[src/rtl/video_timing.sv]
// video_timing: 640x480@60 VGA raster generator with 256x240 game-pixel coordinates.
// Game area is 512x480 VGA pixels (2x2 per game pixel), centred with a 64-pixel border.
// Optional feature macro: VIDEO_TIMING_IRQ_EN adds a sticky vblank interrupt (irq_o/irq_ack_i).
// All outputs are registered from next-state counter values, so they line up with the counters.
module video_timing #(
    parameter int unsigned H_VISIBLE = 640,
    parameter int unsigned H_FRONT   = 16,
    parameter int unsigned H_SYNC    = 96,
    parameter int unsigned H_BACK    = 48,
    parameter int unsigned V_VISIBLE = 480,
    parameter int unsigned V_FRONT   = 10,
    parameter int unsigned V_SYNC    = 2,
    parameter int unsigned V_BACK    = 33,
    parameter int unsigned H_BORDER  = 64
) (
    input  logic       gpu_clk,
    input  logic       rst,
    output logic       hsync_o,
    output logic       vsync_o,
    output logic       visible_o,
    output logic [7:0] current_x_o,
    output logic [7:0] current_y_o,
    output logic       vblank_o,
    output logic       vblank_start_o
`ifdef VIDEO_TIMING_IRQ_EN
    ,
    input  logic       irq_ack_i,
    output logic       irq_o
`endif
);

    localparam logic [9:0] H_LAST       = 10'(H_VISIBLE + H_FRONT + H_SYNC + H_BACK - 1);
    localparam logic [9:0] H_SYNC_START = 10'(H_VISIBLE + H_FRONT);
    localparam logic [9:0] H_SYNC_END   = 10'(H_VISIBLE + H_FRONT + H_SYNC);
    localparam logic [9:0] H_GAME_START = 10'(H_BORDER);
    localparam logic [9:0] H_GAME_END   = 10'(H_BORDER + 512);
    localparam logic [9:0] V_LAST       = 10'(V_VISIBLE + V_FRONT + V_SYNC + V_BACK - 1);
    localparam logic [9:0] V_VIS        = 10'(V_VISIBLE);
    localparam logic [9:0] V_SYNC_START = 10'(V_VISIBLE + V_FRONT);
    localparam logic [9:0] V_SYNC_END   = 10'(V_VISIBLE + V_FRONT + V_SYNC);

    logic [9:0] r_hcount;
    logic [9:0] r_vcount;

    logic [9:0] w_h_next;
    logic [9:0] w_v_next;
    logic       w_game_col;
    logic       w_v_vis;
    logic       w_hsync;
    logic       w_vsync;
    logic       w_visible;
    logic [7:0] w_x;
    logic [7:0] w_y;
    logic       w_vblank;
    logic       w_vblank_start;

    // Next counter position and the output decode of that position.
    always_comb begin
        w_h_next = r_hcount + 10'd1;
        w_v_next = r_vcount;
        if (r_hcount == H_LAST) begin
            w_h_next = 10'd0;
            w_v_next = (r_vcount == V_LAST) ? 10'd0 : r_vcount + 10'd1;
        end
        w_game_col     = (w_h_next >= H_GAME_START) && (w_h_next < H_GAME_END);
        w_v_vis        = (w_v_next < V_VIS);
        w_hsync        = !((w_h_next >= H_SYNC_START) && (w_h_next < H_SYNC_END));
        w_vsync        = !((w_v_next >= V_SYNC_START) && (w_v_next < V_SYNC_END));
        w_visible      = w_game_col && w_v_vis;
        w_x            = w_game_col ? 8'((w_h_next - H_GAME_START) >> 1) : 8'd0;
        w_y            = w_v_vis ? 8'(w_v_next >> 1) : 8'd0;
        w_vblank       = !w_v_vis;
        w_vblank_start = (w_h_next == 10'd0) && (w_v_next == V_VIS);
    end

    // Counter and output registers; reset parks the raster at pixel (0,0).
    always_ff @(posedge gpu_clk) begin
        if (rst) begin
            r_hcount       <= 10'd0;
            r_vcount       <= 10'd0;
            hsync_o        <= 1'b1;
            vsync_o        <= 1'b1;
            visible_o      <= 1'b0;
            current_x_o    <= 8'd0;
            current_y_o    <= 8'd0;
            vblank_o       <= 1'b0;
            vblank_start_o <= 1'b0;
        end else begin
            r_hcount       <= w_h_next;
            r_vcount       <= w_v_next;
            hsync_o        <= w_hsync;
            vsync_o        <= w_vsync;
            visible_o      <= w_visible;
            current_x_o    <= w_x;
            current_y_o    <= w_y;
            vblank_o       <= w_vblank;
            vblank_start_o <= w_vblank_start;
        end
    end

`ifdef VIDEO_TIMING_IRQ_EN
    // Sticky vblank interrupt: set the cycle after the strobe; a coincident ack loses.
    always_ff @(posedge gpu_clk) begin
        if (rst) begin
            irq_o <= 1'b0;
        end else if (vblank_start_o) begin
            irq_o <= 1'b1;
        end else if (irq_ack_i) begin
            irq_o <= 1'b0;
        end
    end
`endif

endmodule
[config.mk]
export PLATFORM = sky130hd
export DESIGN_NAME = video_timing
export DESIGN_NICKNAME = d
export VERILOG_FILES = /design/src/rtl/video_timing.sv
export SDC_FILE = /design/constraint.sdc
export NUM_CORES = 1
export LEC_CHECK = 0
export BUFFER_PORTS_ARGS = -buffer_cell sky130_fd_sc_hd__buf_2
export CORE_MARGIN = 2
export CORE_UTILIZATION = 64
export CTS_BUF_LIST = sky130_fd_sc_hd__clkbuf_2
export CTS_CLUSTER_SIZE = 12
export DETAILED_ROUTE_END_ITERATION = 7
export PLACE_DENSITY = 0.89
export SLEW_MARGIN = 20
export SYNTH_ARGS = -nofsm -noshare
export SYNTH_HDL_FRONTEND = slang
export SYNTH_SLANG_ARGS = --single-unit
[constraint.sdc]
create_clock -name gpu_clk -period 4.5 [get_ports gpu_clk]
set_input_delay 0.45 -clock gpu_clk [delete_from_list [all_inputs] [get_ports gpu_clk]]
set_output_delay 0.45 -clock gpu_clk [all_outputs]
set_load 0.1 [all_outputs]
# Word level (Yosys, flattened, before mapping)
# Index checks and enable logic that the tools add are counted.
dict set report classes {
  bitwise 2
  n_lt_le_gt_ge 7
  n_reduce_logical 11
  n_mux 3
  n_eq_ne 3
  add_sub_neg 3
}
# operator count
set ops {}
lappend ops {{$mux 10} 3}
lappend ops {{$add 10x1->10 const B} 2}
lappend ops {{$eq 10x10->1 const B} 2}
lappend ops {{$lt 10x10->1 const B} 2}
lappend ops {{$lt 10x9->1 const B} 2}
lappend ops {{$eq 10x9->1 const B} 1}
lappend ops {{$ge 10x10->1 const B} 1}
lappend ops {{$ge 10x7->1 const B} 1}
lappend ops {{$ge 10x9->1 const B} 1}
lappend ops {{$logic_not 10->1} 1}
lappend ops {{$sub 9x7->9 const B} 1}
lappend ops {{$logic_and 1x1->1} 5}
lappend ops {{$reduce_or 2->1} 2}
lappend ops {{$logic_not 1->1} 3}
lappend ops {{$not 1->1} 2}
dict set report word_totals {
  in_bits 2
  register_bits 41
  word_cells 38
  out_inout_bits 21
}

# Logic depth before layout (Yosys ltp)
dict set report depth {
  word_depth 6
  ltp_mapped 11
  mapped_depth_nobuf 10
}

# Least setup slack after synthesis
# OpenSTA, ideal clock, no wires.
dict set report synth_path {
  path_type {register to register}
  start {reg r_hcount[0]}
  end {reg current_y_o[1]}
  n_path_buf 1
  path_stages_with_launch 9
  arrival_ns 2.058
  required_ns 4.414
  period_less_slack_ns 2.144
  setup_time_ns 0.086
  slack_ns 2.356
  path_cell_list {dfxtp_1 -> ha_1 -> and4_1 -> buf_2 -> nand3_2 -> or3_4 -> xor2_2 -> o21ai_4 -> a211oi_1}
}
dict set report synth_via {
  elab_chain_cells 5
}
# element line_no
set synth_lines {}
lappend synth_lines {{start, declared} 42} ;# logic [9:0] r_hcount;
lappend synth_lines {{start signal, assigned} 89} ;# r_hcount <= w_h_next;
lappend synth_lines {{$eq 10x10->1 (*)} 61} ;# if (r_hcount == H_LAST) begin
lappend synth_lines {{$mux 10 (*)} 61}
lappend synth_lines {{$lt 10x9->1} 66} ;# w_v_vis = (w_v_next < V_VIS);
lappend synth_lines {{$not 1->1 (no source line)} --}
lappend synth_lines {{$reduce_or 2->1 (no source line)} --}
lappend synth_lines {{end signal, assigned} 95} ;# current_y_o <= w_y;
lappend synth_lines {{end, declared} 22} ;# output logic [7:0] current_y_o,
# Every way passes the cells marked *; elsewhere a longest branch is shown, timed or not.
# A chain may end at the register's enable or synchronous reset.

# Worst setup path after layout
# Ends and elaborated chain as after synthesis.

==> impl_metrics.env <==
export IMPL_pre_cts_slack_ps=1760
export IMPL_netSwitchingPower_mw=0.175
export IMPL_grt_max_degree=37
export IMPL_die_h_um=58.5
export IMPL_holdBufCountCts=0
export IMPL_grt_pass1_wl_um=6330
export IMPL_drv_cap=0
export IMPL_end_kind="register"
export IMPL_yosys_warnings=0
export IMPL_slew_viol_final=0
export IMPL_grt_pass1_vias=1389
export IMPL_drive_above_1_share_pct=15.4
export IMPL_async_flop_share_pct=0
export IMPL_hold_ws_ps=518
export IMPL_switching_share_pct=26.9
export IMPL_p_leak_nw=0.835
export IMPL_required_ps=4840
export IMPL_nets=243
export IMPL_diodes=0
export IMPL_ctsResizeCount=0
export IMPL_start_util_pct=68.3
export IMPL_synth_cells=215
export IMPL_seqPwrFrac_pct=57.8
export IMPL_ioPinCount=23
export IMPL_pwr_share_comb_pct=9.5
export IMPL_intPower_mw=0.476
export IMPL_hp_class="in -> reg"
export IMPL_final_cell_mix="dfxtp_1, nor3_1, buf_2"
export IMPL_worstMarginPinSlew_ps=694
export IMPL_io_buffers=22
export IMPL_skew_ps=15.3
export IMPL_drtPass1Iterations=4
export IMPL_netlist_area_sq_um=1900
export IMPL_drc=0
export IMPL_synth_seq_cells=41
export IMPL_fp_dieArea_sq_um=3420
export IMPL_gp_congestion=0.888
export IMPL_rsz0062_at_grt="false"
export IMPL_start_kind="register"
export IMPL_path_clk_slew_ps=200
export IMPL_post_drt_wl_per_cell_um=14.5
export IMPL_num_rows=19
export IMPL_cts_root_buffer="clkbuf_2"
export IMPL_drt_iter0_drc=88
export IMPL_cts_buffers_inserted=5
export IMPL_via_per_inst=6.08
export IMPL_setup_viol=0
export IMPL_synth_top_area_cell="dfxtp_1"
export IMPL_layoutNonFillerInstCount=265
export IMPL_clk_latency_ps=410
export IMPL_antenna_left=0
export IMPL_tns_ps=0
export IMPL_cts_sinks=41
export IMPL_synth_area_per_cell_sq_um=8.84
export IMPL_hpwlAfterDp_um=2590
export IMPL_max_freq_mhz=353
export IMPL_die_w_um=58.5
export IMPL_cts_setup_buffers=0
export IMPL_area_growth_pct=8.36
export IMPL_syn_num_nets=225
export IMPL_synth_edf_count=0
export IMPL_wirelength_um=3840
export IMPL_ys_flop_type="dfxtp_1"
export IMPL_htree_levels=2
export IMPL_status="completed"
export IMPL_max_vdd_ir_drop_mv=0.270
export IMPL_coreArea_sq_um=2780
export IMPL_yosys_area_top_type_share_pct=43.2
export IMPL_powerDensity_nw_per_um2=316
export IMPL_crit_type="reg -> reg"
export IMPL_maxSlewHeadroom_pct=53.7
export IMPL_clk_path_buf_depth=2
export IMPL_hold_violations=0
export IMPL_fin_crit_ps=2830
export IMPL_power_frac_clock_pct=32.7
export IMPL_synthTopCellsByArea="dfxtp_1, nor3_1, ha_1, nor2_1, nand3_1"
export IMPL_crit_fanout=21
export IMPL_crit_arrival_ps=3170
export IMPL_final_common_cell="dfxtp_1"
export IMPL_setup_ws_ps=1670
export IMPL_gr_total_overflow=0
export IMPL_vias=1610
export IMPL_cts_tree="yes"
export IMPL_antenna_found_initial=0
export IMPL_track_usage_pct=25.1
export IMPL_ys_seq_area_share_pct=43.2
export IMPL_ys_types=46
export IMPL_period_share_pct=63.0
export IMPL_dpl_cell_count=257
## path summary, 6_finish.rpt
kind / endpoint / slack (ps) / start / cells past startpoint
min reg2reg: r_hcount[0]$_SDFF_PP0_ / 550 / r_hcount[0]$_SDFF_PP0_ / 1
min: r_vcount[0]$_SDFF_PP0_ / 520 / rst / 2
max reg2reg: current_y_o[1]$_SDFF_PP0_ / 1670 / r_hcount[0]$_SDFF_PP0_ / 7
max: current_y_o[1]$_SDFF_PP0_ / 1670 / r_hcount[0]$_SDFF_PP0_ / 7
## flip-flops by register name, indices dropped and copies added (netlist names)
register        flops
vsync_o             1
hsync_o             1
current_y_o         8
vblank_start_o      1
vblank_o            1
r_hcount           10
visible_o           1
r_vcount           10
current_x_o         8
## cells in the mapped netlist (all sizes together), types with 2 or more instances
master and number:
nor3 22, or2 2, nand2b 3, a31oi 3
a21o 4, nor2 21, nand2 13, buf 7
nand4 3, and3 3, o21ai 5, xor2 7
clkbuf 4, nor2b 4, or3 2, a21oi 12
o211ai 2, nor4b 2, ha 8, and4 2
nand3 14, inv 8, nor3b 3, dfxtp 41
xnor2 4, nand3b 2
## area by class of cell
type / instances / area (sq um)
clock buffer: 5 / 25.0
fill: 212 / 722
clock inverter: 3 / 41.3
timing repair buffer: 22 / 110
tap: 31 / 38.8
multi-input combinational: 155 / 993
sequential: 41 / 821
inverter: 8 / 30.0
## stage by stage
step	util [%]	cell area (sq um)	power (mW)
after floorplan	-	1900	0.434
after global placement	71.7	1990	0.443
after detailed placement	71.7	1990	0.444
after CTS	74.0	2060	0.653
after global routing	74.0	2060	0.668
final	74.0	2060	0.651
## logic make-up (layout without fill, tap and decap cells)
logic type,count (synthesis),count (layout),share of synthesized area (%)
buffers and inverters,19,38,4.54
DFF,41,41,43.2
and+or+nand+nor,99,99,28.2
adders and majority gates,8,8,5.27
AOI/OAI and AO/OA,37,37,13.4
xor gates and xnor gates,11,11,5.46
## per-layer routing
metal  vias to the layer above  GRT usage (%)  part of all wire [%]
met5                         -              0                     0
met4                         0           12.3                   2.7
met3                        14           7.91                   8.0
met2                        75           37.1                    44
met1                       731           33.1                    45
li1                        790              -                     -
## power by group through the flow
stage | Clock [mW] | Sequential, mW | Combinational, mW
global placement | 0 | 0.383 | 0.0607
finish | 0.213 | 0.376 | 0.0619
global route | 0.226 | 0.377 | 0.0650
CTS | 0.215 | 0.376 | 0.0620
detailed placement | 0 | 0.383 | 0.0616
floorplan | 0 | 0.412 | 0.0220
## critical path, cell delays in order, from the launching register on
cell and delay, ps:
dfxtp_1 450, ha_1 270, and4_1 380, and3_1 660, a21oi_1 160, a21oi_1 400, o21ai_4 160, a211oi_1 290
Power figures use the tool's default switching activity.
